==> src/rtl/abs_filter_pkg.sv <==
// Shared types for the absolute-difference filter chain: VIP packet type codes and
// the mask-stage packet-tracking state.
package abs_filter_pkg;

    localparam logic [3:0] VIP_PKT_VIDEO = 4'h0;

    typedef enum logic [1:0] {
        IDLE  = 2'd0,
        VIDEO = 2'd1,
        OTHER = 2'd2
    } state_e;

endpackage

==> src/rtl/abs_diff_pixel_cmp.sv <==
// Combinational per-symbol threshold: each symbol becomes all-ones when it reaches the
// threshold, and the pixel is flagged changed when any symbol does.
module abs_diff_pixel_cmp #(
    parameter int unsigned BPS = 8,
    parameter int unsigned SPB = 3
) (
    input  logic [BPS*SPB-1:0] pixel_i,
    input  logic [BPS-1:0]     thr_i,
    output logic [BPS*SPB-1:0] mask_o,
    output logic               changed_o
);

    always_comb begin
        mask_o    = '0;
        changed_o = 1'b0;
        for (int unsigned s = 0; s < SPB; s++) begin
            if (pixel_i[s*BPS +: BPS] >= thr_i) begin
                mask_o[s*BPS +: BPS] = '1;
                changed_o            = 1'b1;
            end
        end
    end

endmodule

==> src/rtl/abs_diff_mask_stats.sv <==
// VIP stream stage: thresholds abs-difference video payload into a binary change mask,
// passes other packets through, and counts changed pixels per frame when
// ABS_DIFF_MASK_STATS_EN is defined (otherwise the count outputs are tied to zero).
module abs_diff_mask_stats
    import abs_filter_pkg::*;
#(
    parameter int unsigned BITS_PER_SYMBOL  = 8,
    parameter int unsigned SYMBOLS_PER_BEAT = 3,
    parameter int unsigned COUNT_W          = 32
) (
    input  logic                                   clk,
    input  logic                                   reset,
    output logic                                   asi_din_ready,
    input  logic                                   asi_din_valid,
    input  logic                                   asi_din_startofpacket,
    input  logic                                   asi_din_endofpacket,
    input  logic [BITS_PER_SYMBOL*SYMBOLS_PER_BEAT-1:0] asi_din_data,
    input  logic                                   aso_dout_ready,
    output logic                                   aso_dout_valid,
    output logic                                   aso_dout_startofpacket,
    output logic                                   aso_dout_endofpacket,
    output logic [BITS_PER_SYMBOL*SYMBOLS_PER_BEAT-1:0] aso_dout_data,
    input  logic [BITS_PER_SYMBOL-1:0]             threshold,
    output logic [COUNT_W-1:0]                     changed_count,
    output logic                                   count_valid
);

    localparam int unsigned DW = BITS_PER_SYMBOL * SYMBOLS_PER_BEAT;

    state_e                     state_q, state_d;
    logic                       valid_q, valid_d;
    logic                       sop_q, sop_d;
    logic                       eop_q, eop_d;
    logic [DW-1:0]              data_q, data_d;
    logic [BITS_PER_SYMBOL-1:0] thr_q, thr_d;
    logic [DW-1:0]              mask_pix;
    logic                       pix_changed;
    logic                       accept;
    logic                       frame_start;
    logic                       frame_end;
    logic                       pix_count;

    abs_diff_pixel_cmp #(
        .BPS (BITS_PER_SYMBOL),
        .SPB (SYMBOLS_PER_BEAT)
    ) u_cmp (
        .pixel_i   (asi_din_data),
        .thr_i     (thr_q),
        .mask_o    (mask_pix),
        .changed_o (pix_changed)
    );

    assign asi_din_ready = aso_dout_ready | ~valid_q;
    assign accept        = asi_din_valid & asi_din_ready;

    // Next-state: output register load/drain and packet decode on accepted beats
    always_comb begin
        state_d     = state_q;
        valid_d     = valid_q & ~aso_dout_ready;
        sop_d       = sop_q;
        eop_d       = eop_q;
        data_d      = data_q;
        thr_d       = thr_q;
        frame_start = 1'b0;
        frame_end   = 1'b0;
        pix_count   = 1'b0;
        if (accept) begin
            valid_d = 1'b1;
            sop_d   = asi_din_startofpacket;
            eop_d   = asi_din_endofpacket;
            data_d  = asi_din_data;
            if (asi_din_startofpacket) begin
                // A SOP always re-decodes, abandoning any unterminated frame
                if (asi_din_data[3:0] == VIP_PKT_VIDEO) begin
                    thr_d       = threshold;
                    frame_start = 1'b1;
                    frame_end   = asi_din_endofpacket;
                    state_d     = asi_din_endofpacket ? IDLE : VIDEO;
                end else begin
                    state_d = asi_din_endofpacket ? IDLE : OTHER;
                end
            end else begin
                case (state_q)
                    VIDEO: begin
                        data_d    = mask_pix;
                        pix_count = pix_changed;
                        if (asi_din_endofpacket) begin
                            frame_end = 1'b1;
                            state_d   = IDLE;
                        end
                    end
                    OTHER: begin
                        if (asi_din_endofpacket) state_d = IDLE;
                    end
                    default: ;
                endcase
            end
        end
    end

    always_ff @(posedge clk) begin
        if (reset) begin
            state_q <= IDLE;
            valid_q <= 1'b0;
            sop_q   <= 1'b0;
            eop_q   <= 1'b0;
            data_q  <= '0;
            thr_q   <= '0;
        end else begin
            state_q <= state_d;
            valid_q <= valid_d;
            sop_q   <= sop_d;
            eop_q   <= eop_d;
            data_q  <= data_d;
            thr_q   <= thr_d;
        end
    end

    assign aso_dout_valid         = valid_q;
    assign aso_dout_startofpacket = sop_q;
    assign aso_dout_endofpacket   = eop_q;
    assign aso_dout_data          = data_q;

`ifdef ABS_DIFF_MASK_STATS_EN
    logic [COUNT_W-1:0] run_cnt_q, run_cnt_d;
    logic [COUNT_W-1:0] count_q, count_d;
    logic               count_valid_q, count_valid_d;

    // Saturating per-frame counter; the published value includes the EOP beat
    always_comb begin
        run_cnt_d     = run_cnt_q;
        count_d       = count_q;
        count_valid_d = 1'b0;
        if (frame_start) begin
            run_cnt_d = '0;
        end else if (pix_count && (run_cnt_q != '1)) begin
            run_cnt_d = run_cnt_q + COUNT_W'(1);
        end
        if (frame_end) begin
            count_d       = run_cnt_d;
            count_valid_d = 1'b1;
        end
    end

    always_ff @(posedge clk) begin
        if (reset) begin
            run_cnt_q     <= '0;
            count_q       <= '0;
            count_valid_q <= 1'b0;
        end else begin
            run_cnt_q     <= run_cnt_d;
            count_q       <= count_d;
            count_valid_q <= count_valid_d;
        end
    end

    assign changed_count = count_q;
    assign count_valid   = count_valid_q;
`else
    logic unused_stats;
    assign unused_stats  = frame_start ^ frame_end ^ pix_count;
    assign changed_count = '0;
    assign count_valid   = 1'b0;
`endif

endmodule

==> config.mk <==
export PLATFORM = sky130hd
export DESIGN_NAME = abs_diff_mask_stats
export DESIGN_NICKNAME = d
export VERILOG_FILES = /design/src/rtl/abs_filter_pkg.sv /design/src/rtl/abs_diff_pixel_cmp.sv /design/src/rtl/abs_diff_mask_stats.sv
export SDC_FILE = /design/constraint.sdc
export NUM_CORES = 1
export LEC_CHECK = 0
export ABC_CLOCK_PERIOD_IN_PS = 6150
export BUFFER_PORTS_ARGS = -buffer_cell sky130_fd_sc_hd__buf_2
export CAP_MARGIN = 20
export CORE_MARGIN = 2
export CORE_UTILIZATION = 54
export CTS_CLUSTER_SIZE = 40
export DETAILED_ROUTE_END_ITERATION = 7
export HOLD_SLACK_MARGIN = 0.1
export PLACE_DENSITY = 0.95
export SLEW_MARGIN = 25
export SYNTH_ARGS = -nofsm -noshare
export SYNTH_HDL_FRONTEND = slang
export SYNTH_HIERARCHICAL = 1
export SYNTH_SLANG_ARGS = --single-unit
==> constraint.sdc <==
create_clock -name clk -period 6.15 [get_ports clk]
set_input_delay 1.23 -clock clk [delete_from_list [all_inputs] [get_ports clk]]
set_output_delay 1.23 -clock clk [all_outputs]
set_load 0.02 [all_outputs]
* Word level (Yosys, flattened, before mapping) *
Index checks and enable logic that the tools add are counted.

storage, ports and cells
  bits in registers = 37
  bits in latches = 0
  memory bits (writable) = 0
  memory bits (read-only) = 0
  input bits = 38
  output and inout bits = 61
  memories kept = 0

operators by class
  add/subtract/negate cells = 0
  multiply operators = 0
  divide/modulo/power cells = 0
  magnitude comparators = 3
  eq/ne operators = 2
  shift-type cells = 0
  muxes and demuxes = 12
  bitwise logic cells = 5
  reductions and logical operators = 6

operators by type and width
  operator              count
  $mux W24              2
  $ge A8 B8 Y1          3
  $mux W8               3
  $mux W2               5
  $reduce_and A3 Y1     2
  $logic_not A4 Y1      1
  $reduce_bool A2 Y1    2
  $and A1 B1 Y1         2
  $eq A2 B1 Y1 const B  1
  $eq A2 B2 Y1 const B  1
  $mux W1               2
  $not A1 Y1            2
  $reduce_or A2 Y1      1
  $or A1 B1 Y1          1

* Logic depth before layout (Yosys ltp) *
Gate-level depths: netlist of run 1.

  word-level depth = 4
  mapped depth = 10

* Hierarchy *
Netlist of run 1, hierarchy kept.

modules (own cells, without submodules)
  module               instances  cells an instance  area an instance (um^2)
  abs_diff_mask_stats  1          237                1995.7
  abs_diff_pixel_cmp   1          87                 699.4

* Worst setup path before layout of run 1 *
Ideal clock, no wire load.

  path type = in2reg
  start = input asi_din_data[0]
  end = register data_q[4], in the netlist aso_dout_data[4]
  arrival time = 2.726 ns
  required time = 6.059 ns
  slack = 3.333 ns
  cell stages on the path = 9
  buffers on the path = 1
  cell sequence = inv_1 > ha_1 > nand2b_1 > a211o_1 > a21oi_1 > o21ai_0 > buf_4 > nand2_1 > a311oi_1

between the ends
  word-level cells in the longest chain between the ends = 4

RTL lines
  item                    RTL line                    text
  start: declaration      abs_diff_mask_stats.sv:17   input logic [BITS_PER_SYMBOL*SYMBOLS_PER_BEAT-1:0] asi_din_data,
  $ge A8 B8 Y1            abs_diff_pixel_cmp.sv:17    if (pixel_i[s*BPS +: BPS] >= thr_i) begin
  $mux W8                 abs_diff_pixel_cmp.sv:17
  via mask_pix[4]         abs_diff_mask_stats.sv:36   logic [DW-1:0] mask_pix;
  $mux W24                abs_diff_mask_stats.sv:83   case (state_q)
  $mux W24                abs_diff_mask_stats.sv:72   if (asi_din_startofpacket) begin
  end signal: assignment  abs_diff_mask_stats.sv:114  data_q <= data_d;
  end: declaration        abs_diff_mask_stats.sv:34   logic [DW-1:0] data_q, data_d;

The timed path passes the listed nets, and every way through them passes these cells.
A chain may end at the register's enable or synchronous reset.

* Final worst setup path of run 1 *
  start = input aso_dout_ready
  end = output asi_din_ready

between the ends
  word-level cells in the longest chain between the ends = 1

RTL lines
  item                RTL line                   text
  start: declaration  abs_diff_mask_stats.sv:18  input logic aso_dout_ready,
  $or A1 B1 Y1        abs_diff_mask_stats.sv:53  assign asi_din_ready = aso_dout_ready | ~valid_q;
  end: declaration    abs_diff_mask_stats.sv:13  output logic asi_din_ready,

No other way between the ends.

==> results of run 1 <==
==> worst paths after layout <==
check                  from          endpoint  slack, ps  cells after the start
max          aso_dout_ready     asi_din_ready       2930                      4
min                thr_q[7]          thr_q[7]        480                      2
max reg2reg        thr_q[6]  aso_dout_data[6]       4000                      6
min reg2reg        thr_q[7]          thr_q[7]        480                      2
==> through the flow <==
step	cells	worst slack (ps)	total power [mW]	cell area, µm²	utilization
2_1_floorplan	355	3340	0.388	2800	-
3_3_place_gp	414	2950	0.394	2680	0.563
3_5_place_dp	414	2920	0.398	2680	0.563
4_1_cts	422	2930	0.561	2760	0.581
5_1_grt	422	2850	0.586	2760	0.581
6_report	422	2930	0.563	2760	0.581
==> power groups by stage <==
stage / clock (mW) / sequential (mW) / combinational, mW
3_3_place_gp: 0 / 0.266 / 0.127
6_report: 0.168 / 0.262 / 0.133
2_1_floorplan: 0 / 0.283 / 0.105
5_1_grt: 0.176 / 0.263 / 0.147
4_1_cts: 0.168 / 0.261 / 0.132
3_5_place_dp: 0 / 0.267 / 0.131
==> area by class of cell <==
class	count	area, µm²
fill	438	1990
multi-input combinational	228	1460
sequential	37	741
timing repair buffer	66	333
tap	67	83.8
clock buffer	6	72.6
inverter	16	60.1
clock inverter	2	10.0
==> worst reg2reg max path, stage by stage, from the launching register on <==
cell and delay [ps]:
sky130_fd_sc_hd__dfxtp_1 330, sky130_fd_sc_hd__inv_1 90, sky130_fd_sc_hd__ha_1 350, sky130_fd_sc_hd__nand4_1 120, sky130_fd_sc_hd__o21ai_0 750, sky130_fd_sc_hd__nand2_1 130, sky130_fd_sc_hd__a311oi_1 270
==> metal layers <==
layer	GRT usage	vias to the layer above	part of all wire
met1	0.253	1044	0.39
met3	0.0488	21	0.088
met4	0.113	0	0.035
met2	0.350	122	0.49
met5	0	-	0
li1	-	1094	-
==> layout by cell type, fill, tap and decap left out, drive strengths merged, types with 2 or more instances in the layout <==
| master | instances |
|---|---|
| clkbuf | 6 |
| and3 | 2 |
| nor2 | 2 |
| o32ai | 2 |
| mux2i | 8 |
| nand3 | 2 |
| clkinv | 2 |
| buf | 66 |
| ha | 25 |
| nor2b | 4 |
| inv | 16 |
| nand2 | 51 |
| a211o | 2 |
| a21o | 3 |
| conb | 33 |
| a21oi | 32 |
| o21ai | 7 |
| nand4 | 2 |
| a311oi | 24 |
| dfxtp | 37 |
| nand2b | 18 |
==> state kept, by name, summed over array words and instances, names as in the netlist <==
| name | flops |
|---|---|
| state_q | 2 |
| aso_dout_startofpacket | 1 |
| thr_q | 8 |
| aso_dout_valid | 1 |
| aso_dout_endofpacket | 1 |
| aso_dout_data | 24 |
==> impl_results.md, run 1 <==
* Critical path's most frequent cell: sky130_fd_sc_hd__buf_2
* Gates resized, CTS repair at 0
* Number of instances in the synthesized netlist at approximately 320
* Switching power at roughly 180 µW
* Synth Cell Area at between 0.002 and 0.003 mm²
* Internal power contribution at around 380 µW
* Antenna violations before repair at 0
* Leakage power at roughly 1.3 nW
* TritonCTS clock tree: built
* Net count, final at about 420
* Ordered cell list for the critical path: buf_2 > nor2b_4 > inv_2 > buf_2
* Pwr Density at 204 mW/mm²
* Combinational cell fraction of total power at 0.236
* Area growth, synth to finish at 2.89%
* CTS buffer count at 5
* Hold violation total from the final report at 0
* Aggregate global routing overflow at 0
* Fmax achieved at between 0.3 and 0.4 GHz
* Number of warnings issued by yosys at 6
* Mean routed wirelength per cell at 13.9 µm
* Highest fanout seen on the critical path at 31
* Inserted Diodes at 0
* Critical path launch point type: input port
* Worst supply voltage drop on vdd at 0.112 mV
* Clock-pin slew of the registers on the worst-case setup and hold paths at roughly 80 ps
* Worst min path class: reg2reg
* Buffers and inverters on the worst path at 3
* Initial Utilization at 0.564
* Path type of the worst setup path: in2out
* Final worst path period share at 0.524
* Setup repair after global routing missed its margin: false
* Standard cell core area at between 0.004 and 0.005 mm²
* Routed via count divided by cell count at approximately 5.4
* Die W at around 75 µm
* Category of the worst setup path capture point: output port
* DRT Wirelength at between 5 and 6 mm
* Global placer's final weighted congestion at 0.912
* Hold-fix buffers at CTS at 0
* Power share of the sequential group at 0.465
* Post-CTS setup buffer count at 0
* Delay-heaviest family, CP: buffers and inverters
* Standard-cell rows at 25
* Clock root buffer: sky130_fd_sc_hd__clkbuf_8
* Pin count of the biggest net entering global routing at 48
* Number of H-tree levels at 2
* Crit path max-delay cell type: sky130_fd_sc_hd__inv_2
* Count of clock tree sinks at 37
* Worst slew margin relative to its limit at 0.376
* Maximum single-stage delay on the critical path at 360 ps
* Max-slew violation count at 0
* Setup TNS after final layout at 0 ps
* CP Data Arrival Time at a little under 2000 ps
* Switch share at 0.329
* Fraction of final layout cells with drive strength greater than 1 at 0.228
* Iteration-0 DRC count of the detailed router at about 200
* First-pass GRT wire length at ~9.0 mm
* Mean post-synth cell area at roughly 8.3 µm²
* Total Die Area at between 0.005 and 0.006 mm²
* Status: completed
* Overall track demand over capacity in global routing at 0.211
* DR DRC count at 0
* Transition time of the tightest slew-check pin at slightly above 900 ps
* Number of port buffers at 65
* Clock power share at 0.299
* Detailed-router iteration count before antenna repair at 4
* Number of endpoints failing setup at the final stage at 0
* Final critical-path required period at around 3200 ps
* Vias after detailed routing at about 2.3k
* Clock tree skew after final layout at roughly 4.3 ps
* Total of max-cap violations at 0
* Die outline height at between 70 and 80 µm
* Hold_ws at 482 ps
* Number of global-route vias before repair at between 1.5k and 2k
* Post-DP HPWL at 4.45 mm
* Required time worst endpoint at around 4900 ps
* Post-route ant nets at 0
* Max Root-Sink Buffers at 2
* Clock latency on the worst-skew pair at 300 ps
* Boundary Pins at 99
Note: power is estimated with default switching activity, not from simulation.
==> inputs of run 2 (changes only) <==
- ABC_CLOCK_PERIOD_IN_PS: 6150 -> 3150
- CORE_UTILIZATION: 54 -> 50
- PLACE_DENSITY: 0.95 -> 0.93
- clock period: 6.15 -> 3.15 ns (I/O delays scaled with it)
==> impl_results.md, run 2 (synthesis gave the netlist of run 1 again) <==
* Internal power contribution at 784 µW (was 378 µW)
* Clock tree skew after final layout at 7.95 ps (was 4.30 ps)
* Die outline height at 77.3 µm (was 74.5 µm)
* Critical path launch point: aso_dout_ready (unchanged)
* Post-route ant nets at 0 (unchanged)
* Iteration-0 DRC count of the detailed router at 151 (was 201)
* Transition time of the tightest slew-check pin at 879 ps (was 926 ps)
* Maximum single-stage delay on the critical path at 370 ps (was 360 ps)
* Worst min path class: reg2reg (unchanged)
* Status: completed (unchanged)
* Antenna violations before repair at 0 (unchanged)
* Vias after detailed routing at 2174 (was 2281)
* First-pass GRT wire length at 8.99 mm (was 9.03 mm)
* Setup TNS after final layout at 0 ps (unchanged)
* Standard-cell rows at 26 (was 25)
* Required time worst endpoint at 2520 ps (was 4920 ps)
* Flip-flop count of the largest register, all copies and words added at 24 (unchanged)
* Pwr Density at 404 mW/mm² (was 204 mW/mm²)
* Power share of the sequential group at 0.451 (was 0.465)
* Highest fanout seen on the critical path at 31 (unchanged)
* Routed via count divided by cell count at 5.09 (was 5.41)
* Post-layout utilization of the core at 0.545 (was 0.581)
* Launch point of the worst reg-to-reg path: thr_q[2] (was thr_q[6])
* Hold violation total from the final report at 0 (unchanged)
* Global placer's final weighted congestion at 0.800 (was 0.912)
* Critical path's most frequent cell: sky130_fd_sc_hd__buf_2 (unchanged)
* Hold-fix buffers at CTS at 0 (unchanged)
* Number of endpoints failing setup at the final stage at 0 (unchanged)
* Placed cell areas at 0.00270 mm² (was 0.00268 mm²)
* Die W at 77.3 µm (was 74.5 µm)
* Leading cell type in the layout, fill and taps excluded: sky130_fd_sc_hd__buf_2 (unchanged)
* Startpoint of the tightest hold check path: thr_q[2] (was thr_q[7])
* Number of global-route vias before repair at 1961 (was 1967)
* Max Root-Sink Buffers at 2 (unchanged)
* Clock power share at 0.322 (was 0.299)
* Detailed-router iteration count before antenna repair at 4 (unchanged)
* Total Die Area at 0.00597 mm² (was 0.00555 mm²)
* Final critical-path required period at around 2000 ps
* Path type of the worst setup path: in2out (unchanged)
* CP Data Arrival Time at 1410 ps (was 1990 ps)
* Post-CTS setup buffer count at 0 (unchanged)
* Gates resized, CTS repair at 0 (unchanged)
* Overall track demand over capacity in global routing at 0.184 (was 0.211)
* Setup repair after global routing missed its margin: false (unchanged)
* Total non-filler cell area in the finished layout at 0.00280 mm² (was 0.00276 mm²)
* Final worst path period share at 0.646
* Aggregate global routing overflow at 0 (unchanged)
* Clock-pin slew of the registers on the worst-case setup and hold paths at 70 ps (was 80 ps)
* Total of max-cap violations at 0 (unchanged)
* TritonCTS clock tree: built (unchanged)
* Switch share at 0.306 (was 0.329)
* Combinational cell fraction of total power at 0.227 (was 0.236)
* Worst slew margin relative to its limit at 0.414 (was 0.376)
* Mean routed wirelength per cell at 12.8 µm (was 13.9 µm)
* Critical path launch point type: input port (unchanged)
* Ordered cell list for the critical path: buf_2 > nor2b_4 > inv_2 > buf_2 (unchanged)
* Number of H-tree levels at 2 (unchanged)
* Fmax achieved at between 0.4 and 0.5 GHz
* Post-DP HPWL at 4.18 mm (was 4.45 mm)
* Boundary Pins at 99 (unchanged)
* Count of clock tree sinks at 37 (unchanged)
* Worst supply voltage drop on vdd at 0.249 mV (was 0.112 mV)
* DR DRC count at 0 (unchanged)
* Category of the worst setup path capture point: output port (unchanged)
* Inserted Diodes at 0 (unchanged)
* Switching power at 346 µW (was 185 µW)
* CTS buffer count at 5 (unchanged)
* Clock root buffer: sky130_fd_sc_hd__clkbuf_8 (unchanged)
* Leading cell types in the layout, fill and taps excluded: 65 x sky130_fd_sc_hd__buf_2, 51 x sky130_fd_sc_hd__nand2_1, 37 x sky130_fd_sc_hd__dfxtp_1, 33 x sky130_fd_sc_hd__conb_1, 32 x sky130_fd_sc_hd__a21oi_1 (unchanged)
* Leakage power at 1.30 nW (was 1.29 nW)
* Clock latency on the worst-skew pair at 280 ps (was 300 ps)
* Crit path max-delay cell type: sky130_fd_sc_hd__inv_2 (unchanged)
* Area growth, synth to finish at 4.29% (was 2.89%)
* Fraction of final layout cells with drive strength greater than 1 at 0.235 (was 0.228)
* Max-slew violation count at 0 (unchanged)
* Net count, final at 419 (was 417)
* DRT Wirelength at 5.45 mm (was 5.87 mm)
* Standard cell core area at 0.00514 mm² (was 0.00475 mm²)
* Hold_ws at 481 ps (was 482 ps)
* Number of port buffers at 65 (unchanged)
* Pin count of the biggest net entering global routing at 48 (unchanged)
* Initial Utilization at 0.522 (was 0.564)
-- run 2: final timing paths --
check / end / slack, ps / cells after the start
hold / removal: thr_q[2] / 480 / 2
hold reg to reg: thr_q[2] / 480 / 2
setup / recovery: asi_din_ready / 1110 / 4
setup reg to reg: aso_dout_data[16] / 1320 / 8
-- run 2: routing by layer --
metal,track usage,vias up,routed length [µm]
met2,0.300,81,2660
met3,0.0459,4,373
li1,-,1100,-
met4,0.0518,0,42
met5,0,-,0
met1,0.240,989,2370
-- run 2: cell type report --
| type | instances | area, µm² |
|---|---|---|
| inverters | 16 | 60.1 |
| multi-input cells | 228 | 1460 |
| flip-flops and latches | 37 | 741 |
| repair buffers | 68 | 348 |
| well taps | 70 | 87.6 |
| clock inverters | 1 | 5.00 |
| clock buffers | 7 | 96.3 |
| fillers | 495 | 2340 |
-- run 2: worst max-delay path: cells and delay by family --
family | cells | cell delay, ps
AND/OR/NAND/NOR | 1 | 50
buffers and inverters | 3 | 730
-- run 2: per-stage QoR --
stage	instances	total power [mW]	worst slack, ps
6_report	427	1.13	1110
3_3_place_gp	419	0.769	1030
2_1_floorplan	355	0.758	971
3_5_place_dp	419	0.776	956
5_1_grt	427	1.19	1050
4_1_cts	427	1.14	1110
-- run 2: power by group through the flow --
stage / Combinational, mW / Sequential [mW] / Clock (mW)
2_1_floorplan: 0.205 / 0.553 / 0
3_5_place_dp: 0.255 / 0.520 / 0
5_1_grt: 0.284 / 0.513 / 0.394
3_3_place_gp: 0.250 / 0.519 / 0
6_report: 0.256 / 0.510 / 0.364
4_1_cts: 0.256 / 0.509 / 0.375
==> inputs of run 3 (changes only) <==
- ABC_CLOCK_PERIOD_IN_PS: 3150 -> 1600
- CORE_UTILIZATION: 50 -> 45
- PLACE_DENSITY: 0.93 -> 0.89
- clock period: 3.15 -> 1.6 ns (I/O delays scaled with it)
==> impl_results.md, run 3 (synthesis gave the netlist of run 1 again) <==
* Ordered cell list for the critical path: inv_4 > ha_1 > nand4_1 > a31oi_1 > a211o_1 > buf_6 > nand2_2 > a311oi_2 (was buf_2 > nor2b_4 > inv_2 > buf_2)
* First-pass GRT wire length at 10.3 mm (was 8.99 mm)
* CP Data Arrival Time at 2110 ps (was 1410 ps)
* Antenna violations before repair at 0 (unchanged)
* Status: finished, violations left (was completed)
* Aggregate global routing overflow at 0 (unchanged)
* Post-DP HPWL at 4.95 mm (was 4.18 mm)
* Initial Utilization at 0.459 (was 0.522)
* Maximum single-stage delay on the critical path at 380 ps (was 370 ps)
* Leading cell types in the layout, fill and taps excluded: 65 x sky130_fd_sc_hd__buf_2, 48 x sky130_fd_sc_hd__nand2_1, 33 x sky130_fd_sc_hd__conb_1, 31 x sky130_fd_sc_hd__dfxtp_1, 28 x sky130_fd_sc_hd__a21oi_1 (was 65 x sky130_fd_sc_hd__buf_2, 51 x sky130_fd_sc_hd__nand2_1, 37 x sky130_fd_sc_hd__dfxtp_1, 33 x sky130_fd_sc_hd__conb_1, 32 x sky130_fd_sc_hd__a21oi_1)
* Flip-flop count of the largest register, all copies and words added at 24 (unchanged)
* Required time worst endpoint at 1780 ps (was 2520 ps)
* Number of H-tree levels at 2 (unchanged)
* Boundary Pins at 99 (unchanged)
* Iteration-0 DRC count of the detailed router at 390 (was 151)
* Critical path launch point type: flop (was input port)
* Max Root-Sink Buffers at 2 (unchanged)
* Leakage power at 1.47 nW (was 1.30 nW)
* Pwr Density at 792 mW/mm² (was 404 mW/mm²)
* Vias after detailed routing at 2469 (was 2174)
* Hold violation total from the final report at 0 (unchanged)
* Standard cell core area at 0.00585 mm² (was 0.00514 mm²)
* Die outline height at 81.2 µm (was 77.3 µm)
* Number of endpoints failing setup at the final stage at 22 (was 0)
* Category of the worst setup path capture point: flop (was output port)
* Setup repair after global routing missed its margin: true (was false)
* Leading cell type in the layout, fill and taps excluded: sky130_fd_sc_hd__buf_2 (unchanged)
* CTS buffer count at 5 (unchanged)
* Layout filler cell count at 495 (unchanged)
* Post-route insts no fill at 453 (was 427)
* Fmax achieved at between 0.5 and 0.6 GHz
* Reg area at 751 µm² (was 741 µm²)
* Worst min path class: in2reg (was reg2reg)
* Worst supply voltage drop on vdd at 0.481 mV (was 0.249 mV)
* Mean routed wirelength per cell at 16.4 µm (was 12.8 µm)
* Pin count of the biggest net entering global routing at 28 (was 48)
* Number of port buffers at 65 (unchanged)
* Net count, final at 440 (was 419)
* Highest fanout seen on the critical path at 5 (was 31)
* Area used by multi-input combinational logic at 0.00175 mm² (was 0.00146 mm²)
* Die W at 81.2 µm (was 77.3 µm)
* Max-slew violation count at 0 (unchanged)
* Standard-cell rows at 28 (was 26)
* Post-layout utilization of the core at 0.571 (was 0.545)
* Total of max-cap violations at 0 (unchanged)
* Fraction of final layout cells with drive strength greater than 1 at 0.410 (was 0.235)
* DRT Wirelength at 7.41 mm (was 5.45 mm)
* Inserted Diodes at 0 (unchanged)
* Failing checks: negative setup slack
* TritonCTS clock tree: built (unchanged)
* Number of global-route vias before repair at 2264 (was 1961)
* Routed via count divided by cell count at 5.45 (was 5.09)
* Final critical-path required period at around 1900 ps
* DR DRC count at 0 (unchanged)
* Clock latency on the worst-skew pair at 300 ps (was 280 ps)
* Final setup slack of the worst path at -324 ps (was 1110 ps)
* Clock tree skew after final layout at 8.43 ps (was 7.95 ps)
* Cells after DPL at 438 (was 419)
* Final worst path period share at 1.20
* Post-route ant nets at 0 (unchanged)
* Global placer's final weighted congestion at 0.794 (was 0.800)
* Area growth, synth to finish at 24.4% (was 4.29%)
* Detailed-router iteration count before antenna repair at 4 (unchanged)
* Overall track demand over capacity in global routing at 0.203 (was 0.184)
* Total Die Area at 0.00660 mm² (was 0.00597 mm²)
* Hold-fix buffers at CTS at 0 (unchanged)
* Clock-pin slew of the registers on the worst-case setup and hold paths at 70 ps (about the same)
* Count of clock tree sinks at 37 (unchanged)
* Path type of the worst setup path: reg2reg (was in2out)
* Crit path max-delay cell type: sky130_fd_sc_hd__dfxtp_4 (was sky130_fd_sc_hd__inv_2)
* Clock root buffer: sky130_fd_sc_hd__clkbuf_8 (unchanged)
run 3: changes by cell type in the layout (fill, tap and decap cells not counted), sizes merged:
cell / delta
buf: +21
bufinv: +2
clkinv: -1
inv: +1
clkbuf: -2
run 3: layout make-up:
class | instances | area share
sequential | 37 | 0.225
inverter | 16 | 0.0210
clock buffer | 5 | 0.0206
timing repair buffer | 89 | 0.162
clock inverter | 3 | 0.0206
tap | 75 | 0.0281
multi-input combinational | 228 | 0.523
run 3: final timing paths:
| kind | start | endpoint | slack (ps) | depth (start not counted) |
|---|---|---|---|---|
| worst min-delay path | threshold[1] | thr_q[1] | 280 | 3 |
| worst min register to register | state_q[0] | state_q[0] | 480 | 2 |
| worst max register to register | thr_q[6] | aso_dout_data[22] | -320 | 8 |
| worst max-delay path | thr_q[6] | aso_dout_data[22] | -320 | 8 |
run 3: where the power goes:
group          switching, mW  leakage (nW)  total (mW)  internal (mW)
logic                  0.398          1.09       0.639          0.241
registers             0.0320         0.308        1.01          0.975
clock network          0.369        0.0687       0.997          0.628
total                  0.800          1.47        2.64           1.84
run 3: repair_timing:
action,CTS,global route
pin swaps,13,24
setup endpoints to repair,24,24
setup buffers,3,4
resized for setup,26,22
run 3: through the flow:
step / power [mW] / area (µm²) / TNS [ps] / setup slack [ps] / hold slack (ps)
floorplan: 1.50 / 2860 / -472 / -67.9 / 449
global placement: 1.55 / 2890 / -2410 / -165 / 461
detailed placement: 1.57 / 2890 / -3560 / -267 / 470
CTS: 2.57 / 3180 / -990 / -144 / 284
global route: 2.75 / 3340 / -4040 / -360 / 286
finish: 2.64 / 3340 / -2410 / -324 / 280
run 3: critical path: cells and delay by family, from the launching register on:
family	cells	cell delay, ps
and+or+nand+nor	2	190
DFF	1	380
buffers and inverters	2	210
AOI/OAI and AO/OA	3	700
adders and majority gates	1	330
run 3: layer usage:
metal	global-route usage	wire length, µm	vias up
met5	0	0	-
met4	0.117	251	0
met3	0.0567	671	27
met2	0.346	3750	144
met1	0.226	2740	1157
li1	-	-	1141
